==> src/rtl/pipe_ctrl.sv <==
// Pipeline controller for the IF/ID, ID/EX, EX/MEM, MEM/WB registers. It drives stall/flush
// and PC redirects and holds the exception state, draining the bus before an exception redirect.
module pipe_ctrl #(
    parameter int unsigned WORD_ADDR_W  = 30,
    parameter int unsigned REG_ADDR_W   = 5,
    parameter int unsigned EXP_W        = 3,
    parameter int unsigned CTRL_OP_W    = 2,
    parameter logic [CTRL_OP_W-1:0]   CTRL_OP_ERET = 2'd2,
    parameter logic [WORD_ADDR_W-1:0] EXC_VECTOR   = 30'h0000_0040,
    parameter int unsigned CNT_W        = 32
) (
    input  logic                   clk,
    input  logic                   reset_,
    input  logic [REG_ADDR_W-1:0]  IDRdAddr0,
    input  logic [REG_ADDR_W-1:0]  IDRdAddr1,
    input  logic                   IDUsesRd0,
    input  logic                   IDUsesRd1,
    input  logic                   EXIsLoad,
    input  logic [REG_ADDR_W-1:0]  EXDstAddr,
    input  logic                   EXGPRWE_,
    input  logic                   BrTaken,
    input  logic [WORD_ADDR_W-1:0] BrTarget,
    input  logic                   MemBusy,
    input  logic                   MEMEn,
    input  logic [WORD_ADDR_W-1:0] MEMPC,
    input  logic [EXP_W-1:0]       MEMExpCode,
    input  logic [CTRL_OP_W-1:0]   MEMCtrlOp,
    output logic                   IFStall,
    output logic                   IDStall,
    output logic                   EXStall,
    output logic                   MEMStall,
    output logic                   IFFlush,
    output logic                   IDFlush,
    output logic                   EXFlush,
    output logic                   MEMFlush,
    output logic                   PCLoad,
    output logic [WORD_ADDR_W-1:0] NewPC,
    output logic [WORD_ADDR_W-1:0] EPC,
    output logic [EXP_W-1:0]       ExpCause,
    output logic                   ExpMode,
    output logic                   Halted,
    output logic [CNT_W-1:0]       StallCnt
);

    typedef enum logic [1:0] {StRun, StDrain, StHalt} state_e;

    state_e                 r_state;
    state_e                 w_state_nxt;
    logic [WORD_ADDR_W-1:0] r_epc;
    logic [EXP_W-1:0]       r_cause;
    logic                   r_exp_mode;
    logic                   r_halted;
    logic [CNT_W-1:0]       r_stall_cnt;

    logic w_exc;
    logic w_eret;
    logic w_load_use;
    logic w_capture;
    logic w_set_mode;
    logic w_clr_mode;
    logic w_set_halt;

    assign w_exc  = MEMEn && (MEMExpCode != '0);
    assign w_eret = MEMEn && (MEMCtrlOp == CTRL_OP_ERET) && !w_exc;
    assign w_load_use = EXIsLoad && !EXGPRWE_ && (EXDstAddr != '0) &&
                        ((IDUsesRd0 && (IDRdAddr0 == EXDstAddr)) ||
                         (IDUsesRd1 && (IDRdAddr1 == EXDstAddr)));

    always_comb begin
        w_state_nxt = r_state;
        w_capture   = 1'b0;
        w_set_mode  = 1'b0;
        w_clr_mode  = 1'b0;
        w_set_halt  = 1'b0;
        IFStall     = 1'b0;
        IDStall     = 1'b0;
        EXStall     = 1'b0;
        MEMStall    = 1'b0;
        IFFlush     = 1'b0;
        IDFlush     = 1'b0;
        EXFlush     = 1'b0;
        MEMFlush    = 1'b0;
        PCLoad      = 1'b0;
        NewPC       = '0;
        // Outputs are forced quiet while reset is asserted.
        if (!reset_) begin
            unique case (r_state)
                StRun: begin
                    if (w_exc && r_exp_mode) begin
                        w_state_nxt = StHalt;
                        w_set_halt  = 1'b1;
                        {IFStall, IDStall, EXStall, MEMStall} = 4'hf;
                    end else if (w_exc && MemBusy) begin
                        w_state_nxt = StDrain;
                        w_capture   = 1'b1;
                        {IFStall, IDStall, EXStall, MEMStall} = 4'hf;
                    end else if (w_exc) begin
                        w_capture  = 1'b1;
                        w_set_mode = 1'b1;
                        {IFFlush, IDFlush, EXFlush, MEMFlush} = 4'hf;
                        PCLoad = 1'b1;
                        NewPC  = EXC_VECTOR;
                    end else if (w_eret) begin
                        w_clr_mode = 1'b1;
                        {IFFlush, IDFlush, EXFlush, MEMFlush} = 4'hf;
                        PCLoad = 1'b1;
                        NewPC  = r_epc;
                    end else if (MemBusy) begin
                        {IFStall, IDStall, EXStall, MEMStall} = 4'hf;
                    end else if (w_load_use) begin
                        IFStall = 1'b1;
                        IDFlush = 1'b1;
                    end else if (BrTaken) begin
                        IFFlush = 1'b1;
                        PCLoad  = 1'b1;
                        NewPC   = BrTarget;
                    end
                end
                StDrain: begin
                    if (MemBusy) begin
                        {IFStall, IDStall, EXStall, MEMStall} = 4'hf;
                    end else begin
                        w_state_nxt = StRun;
                        w_set_mode  = 1'b1;
                        {IFFlush, IDFlush, EXFlush, MEMFlush} = 4'hf;
                        PCLoad = 1'b1;
                        NewPC  = EXC_VECTOR;
                    end
                end
                StHalt: begin
                    {IFStall, IDStall, EXStall, MEMStall} = 4'hf;
                end
                default: w_state_nxt = StRun;
            endcase
        end
    end

    always_ff @(posedge clk or posedge reset_) begin
        if (reset_) begin
            r_state     <= StRun;
            r_epc       <= '0;
            r_cause     <= '0;
            r_exp_mode  <= 1'b0;
            r_halted    <= 1'b0;
            r_stall_cnt <= '0;
        end else begin
            r_state <= w_state_nxt;
            if (w_capture) begin
                r_epc   <= MEMPC;
                r_cause <= MEMExpCode;
            end
            if (w_set_mode) begin
                r_exp_mode <= 1'b1;
            end else if (w_clr_mode) begin
                r_exp_mode <= 1'b0;
            end
            if (w_set_halt) begin
                r_halted <= 1'b1;
            end
            if (IFStall && (r_stall_cnt != '1)) begin
                r_stall_cnt <= r_stall_cnt + 1'b1;
            end
        end
    end

    assign EPC      = r_epc;
    assign ExpCause = r_cause;
    assign ExpMode  = r_exp_mode;
    assign Halted   = r_halted;
    assign StallCnt = r_stall_cnt;

endmodule

==> config.mk <==
export PLATFORM = sky130hd
export DESIGN_NAME = pipe_ctrl
export DESIGN_NICKNAME = d
export VERILOG_FILES = /design/src/rtl/pipe_ctrl.sv
export SDC_FILE = /design/constraint.sdc
export NUM_CORES = 1
export LEC_CHECK = 0
export CAP_MARGIN = 20
export CELL_PAD_IN_SITES_DETAIL_PLACEMENT = 0
export CELL_PAD_IN_SITES_GLOBAL_PLACEMENT = 1
export CORE_AREA = 4 4 104 131
export DETAILED_ROUTE_END_ITERATION = 8
export DIE_AREA = 0 0 108 135
export PLACE_DENSITY_LB_ADDON = 0.1
export SLEW_MARGIN = 20
export SYNTH_ARGS = -nofsm -noshare
export SYNTH_HDL_FRONTEND = slang
export SYNTH_SLANG_ARGS = --single-unit
==> constraint.sdc <==
create_clock -name clk -period 11.26 [get_ports clk]
set_input_delay 3.378 -clock clk [delete_from_list [all_inputs] [get_ports clk]]
set_output_delay 3.378 -clock clk [all_outputs]
set_load 0.03 [all_outputs]
# After elaboration in Yosys (flattened, before gate mapping)
# Index checks and enable logic that the tools add are counted.
# op_classes
add_sub_neg	1
eq_ne	8
muxes	71
bitwise	2
n_reduce_logical	19
# ops
op	n
$mux W30	8
$pmux W30 S2	1
$mux W1	51
$add A32 B1 Y32 const B	1
$ne A32 B32 Y1 const B	1
$logic_and A1 B1 Y1	11
$eq A5 B5 Y1	2
$pmux W1 S2	4
$mux W7	1
$mux W2	3
$pmux W1 S3	2
$pmux W2 S3	1
$reduce_bool A5 Y1	1
$eq A2 B2 Y1 const B	2
$reduce_and A4 Y1	1
$ne A3 B3 Y1 const B	1
$reduce_bool A3 Y1	1
$eq A2 B1 Y1 const B	1
$logic_not A1 Y1	2
$logic_not A2 Y1	1
$ne A2 B2 Y1 const B	1
$not A1 Y1	2
$reduce_bool A2 Y1	1
$logic_or A1 B1 Y1	1
# totals
ff_bits	69
inputBits	89
out_inout_bits	106
elab_cells	107

# Logic depth before layout (Yosys ltp)
# depth
word_depth	13
ltp_mapped	8
ltp_nobuf	7

# Least setup slack after synthesis
# Ideal clock, no wire load.
# synth_path
path_kind	input to output
startpoint	in EXDstAddr[1]
endpoint	out PCLoad
arrival_time_ns	5.327
t_required_ns	7.882
slack_ns	2.555
cell_stages	6
n_path_buf	2
path_cell_list	or4_1 -> o21ai_0 -> o21ai_1 -> clkbuf_1 -> o21bai_1 -> buf_4
# synth_via
elab_chain_cells	12
word_cells_on_any_way	16
cone_classes	eq/ne (2); mux (8); reduce/logical (6)
# synth_lines
element	line	source
start: declaration	19	input logic [REG_ADDR_W-1:0] EXDstAddr,
$eq A5 B5 Y1, on equally long branches	66, 67	
$logic_and A1 B1 Y1, on equally long branches	66, 67	
$logic_or A1 B1 Y1	66	((IDUsesRd0 && (IDRdAddr0 == EXDstAddr)) ||
$logic_and A1 B1 Y1 (*)	65	assign w_load_use = EXIsLoad && !EXGPRWE_ && (EXDstAddr != '0) &&
$mux W1 (*) (6 in a row)	-	
$pmux W1 S2 (*)	-	
$mux W1 (*)	-	
end: declaration	36	output logic PCLoad,
# Mark *: on every way between the ends. The rest lies on a longest branch, timed or not.

# Worst setup path after layout
# layout_path
startpoint	in EXDstAddr[1]
endpoint	out NewPC[1]
# layout_via
elab_chain_cells	12
word_cells_on_any_way	16
cone_classes	eq/ne (2); mux (8); reduce/logical (6)
# layout_lines
element	line	source
$eq A5 B5 Y1, on equally long branches	66, 67	
$logic_and A1 B1 Y1, on equally long branches	66, 67	
$logic_or A1 B1 Y1	66	
$logic_and A1 B1 Y1 (*)	65	
$mux W30 (*)	110	end else if (w_load_use) begin
$mux W30 (*)	108	end else if (MemBusy) begin
$mux W30 (*)	103	end else if (w_eret) begin
$mux W30 (*)	97	end else if (w_exc) begin
$mux W30 (*)	93	end else if (w_exc && MemBusy) begin
$mux W30 (*)	89	if (w_exc && r_exp_mode) begin
$pmux W30 S2 (*)	87	unique case (r_state)
$mux W30 (*)	86	if (!reset_) begin
end: declaration	37	output logic [WORD_ADDR_W-1:0] NewPC,
# Marked as above.

==> results.py <==
metrics = {
    "run_status": {
        "run_status": "finished clean",
    },
    "drt": {
        "drt-total-wl_mm": 13.3,
        "postRouteAntennaNets": 0,
        "post_drt_via_cell_ratio": 4.97,
        "drt_iter0_drc": 158,
        "drt_pre_antenna_iters": 4,
        "dr_total_vias": 3685,
        "wl_per_cell_um": 17.9,
        "drc": 0,
    },
    "worst_setup_path": {
        "worstReg2RegStart": "r_state[1]",
        "regToRegSetupSlack_ns": 8.64,
        "cp_max_fo": 18,
        "worstPathRequired_ns": 7.88,
        "endpoint": "NewPC[1]",
        "cp-startpoint": "EXDstAddr[1]",
        "crit_path_start_kind": "primary input",
        "r2r_end": "StallCnt[1]",
        "critPathMaxStageDelay_ns": 0.71,
        "endpoint_kind": "output pin",
        "worstPathCellList": "clkdlybuf4s50_1 > or4_1 > o21ai_0 > o21ai_1 > nor3_4 > a22o_1 > clkdlybuf4s50_1",
        "crit_arrival_ns": 6.73,
        "slowest_stage": "nor3_4",
        "crit_top_cell": "clkdlybuf4s50_1",
        "r2r_cells": 7,
        "crit_type": "primary input to output pin",
    },
    "cells_and_area": {
        "syn_to_final_growth_pct": 60.5,
        "nNetsFinal": 659,
        "n_antenna_cell": 0,
        "fin_area_um2": 6220,
        "layout-drive-gt1-share": 0.112,
    },
    "synthesis": {
        "synth_area_leaders": "dfrtp_1, mux2_2, xnor2_1",
        "ys_types": 46,
        "ys_seq_elements": 69,
        "synth_top_area_share": 0.445,
        "synthFlopType": "dfrtp_1",
        "synth_edf_count": 0,
        "syn_avg_cell_area_um2": 10.1,
        "syn_area_um2": 3880,
        "async_flop_share": 1.00,
        "synth_top_cells_by_count": "dfrtp_1, nand2_1, mux2_2",
        "synth_nets": 474,
        "synth-seq-area-share": 0.445,
        "yosysWarningCount": 0,
        "synth_top_area_cell": "dfrtp_1",
        "syn_inst": 384,
        "synth.most_common_cell": "dfrtp_1",
    },
    "clock_tree": {
        "htreeDepth": 3,
        "cts_tree": "built",
        "clockBufferDepth": 2,
        "cts_root_buf": "clkbuf_16",
        "cts-hold-fix-buffers": 0,
        "cts_resized": 0,
        "postCtsSetupBuffers": 0,
        "cts_inserted_buffers": 9,
        "clk_pin_slew_ns": 0.05,
        "clock_sink_count": 69,
        "worstSkewPairLatency_ns": 0.33,
    },
    "power": {
        "peakVddDrop_mv": 0.0910,
        "power_density_nw_per_um2": 204,
        "finalPower_mw": 1.27,
        "p_leak_nw": 2.39,
    },
    "global_route": {
        "grt_max_degree": 46,
        "grt.met2_usage": 0.296,
        "use_met3": 0.0440,
        "use_met1": 0.230,
        "grt_use_total": 0.180,
        "grt_first_pass_wirelength_mm": 20.6,
        "antenna_found_initial": 0,
        "busiest_layer": "met2",
        "grt_pass1_vias": 3696,
        "gr-total-overflow": 0,
    },
    "timing": {
        "fmax_mhz": 99.0,
        "min_period_over_period": 0.897,
        "relSlewSlack": 0.360,
        "finalHoldViolations": 0,
        "tightest_slew_ns": 0.953,
        "drv_slew": 0,
        "final.setup.tns_ns": 0,
        "worst_clock_skew_ns": 0.00765,
        "min_period_ns": 10.11,
        "rsz0062_at_grt": "no",
        "setup_violations": 0,
    },
    "floorplanning": {
        "die_w_um": 108,
        "dieArea_um2": 14600,
        "core_um2": 12500,
        "dieHeight_um": 135,
        "pin_count": 195,
        "initial_utilization": 0.311,
        "num_rows": 46,
    },
    "placement": {
        "placed_area_um2": 5940,
        "io_buffers": 194,
        "hpwl_mm": 10.2,
        "gp_congestion": 0.814,
    },
    "flow_run": {
        "cap_violations": 0,
    },
    "worst_hold_path": {
        "hold_class": "flop to flop",
    },
}
## sequential cells by signal, summed over array words and instances (netlist names)
name and flops:
StallCnt 32, Halted 1, r_state 2, EPC 30
ExpMode 1, ExpCause 3
## metrics by stage
| stage | cells | hold slack, ns | util | worst slack, ns |
|---|---|---|---|---|
| 3_5_place_dp | 726 | 0.466 | 0.476 | 1.13 |
| 5_1_grt | 741 | 0.490 | 0.498 | 0.876 |
| 4_1_cts | 741 | 0.477 | 0.498 | 1.12 |
| 3_3_place_gp | 726 | 0.471 | 0.476 | 1.24 |
| 6_report | 741 | 0.476 | 0.498 | 1.15 |
| 2_1_floorplan | 384 | 0.547 | - | 2.56 |
## cells in the final DEF (no fill, tap or decap), types with 3 or more instances in the layout
master | synthesis | routed
buf_4 | 7 | 5
nand4_1 | 19 | 19
and3_1 | 11 | 11
nand4b_1 | 4 | 4
nor3_1 | 13 | 12
nor2b_1 | 14 | 14
inv_1 | 4 | 3
a21oi_1 | 5 | 5
xor2_1 | 13 | 13
clkbuf_16 | 0 | 9
clkinv_2 | 0 | 3
a22o_1 | 18 | 18
o21ai_0 | 16 | 16
a31oi_1 | 6 | 6
xnor2_1 | 26 | 26
nor2_1 | 20 | 20
clkdlybuf4s50_1 | 0 | 194
mux2_2 | 34 | 34
nand2_1 | 39 | 39
nand3_1 | 16 | 16
dfrtp_1 | 69 | 69
nor4_1 | 4 | 4
## kinds of logic after synthesis
logic type / count (synthesis) / share of synthesized area
AO/OA/AOI/OAI: 56 / 0.108
XOR/XNOR: 39 / 0.0881
adder cells (fa/ha/maj): 1 / 0.00323
buffers and inverters: 29 / 0.0377
flip-flops: 69 / 0.445
multiplexers: 34 / 0.0987
AND/OR/NAND/NOR: 156 / 0.219
## cell type report
type                       instances  area (um2)
timing repair buffer             199        1980
sequential                        69        1730
tap                              168         210
multi-input combinational        286        2010
inverter                           4        15.0
fill                            1214        6270
clock buffer                      10         229
clock inverter                     5        52.6
## how the worst min path moves through the flow
stage	start	end	cells after the start
after global routing	Halted	Halted	1
final	Halted	Halted	1
after detailed placement	Halted	Halted	1
after floorplan	r_state[1]	r_state[0]	2
after global placement	Halted	Halted	1
after CTS	Halted	Halted	1
## per-layer routing
metal  vias up  share of wire
met5         -              0
met4         0          0.015
met3        15          0.079
met2       143           0.48
met1      1773           0.43
li1       1754              -
## worst max-delay path, delay by kind of cell
kind / cells / cell delay [ns]
AOI/OAI and AO/OA: 3 / 0.95
buffers and inverters: 2 / 1.14
and+or+nand+nor: 2 / 1.26
## report_power, final
group	switching, mW	total (mW)	internal, mW
Clock	0.101	0.270	0.169
Combinational	0.322	0.589	0.267
Sequential	0.0822	0.409	0.326
Note: power is estimated with default switching activity, not from simulation.
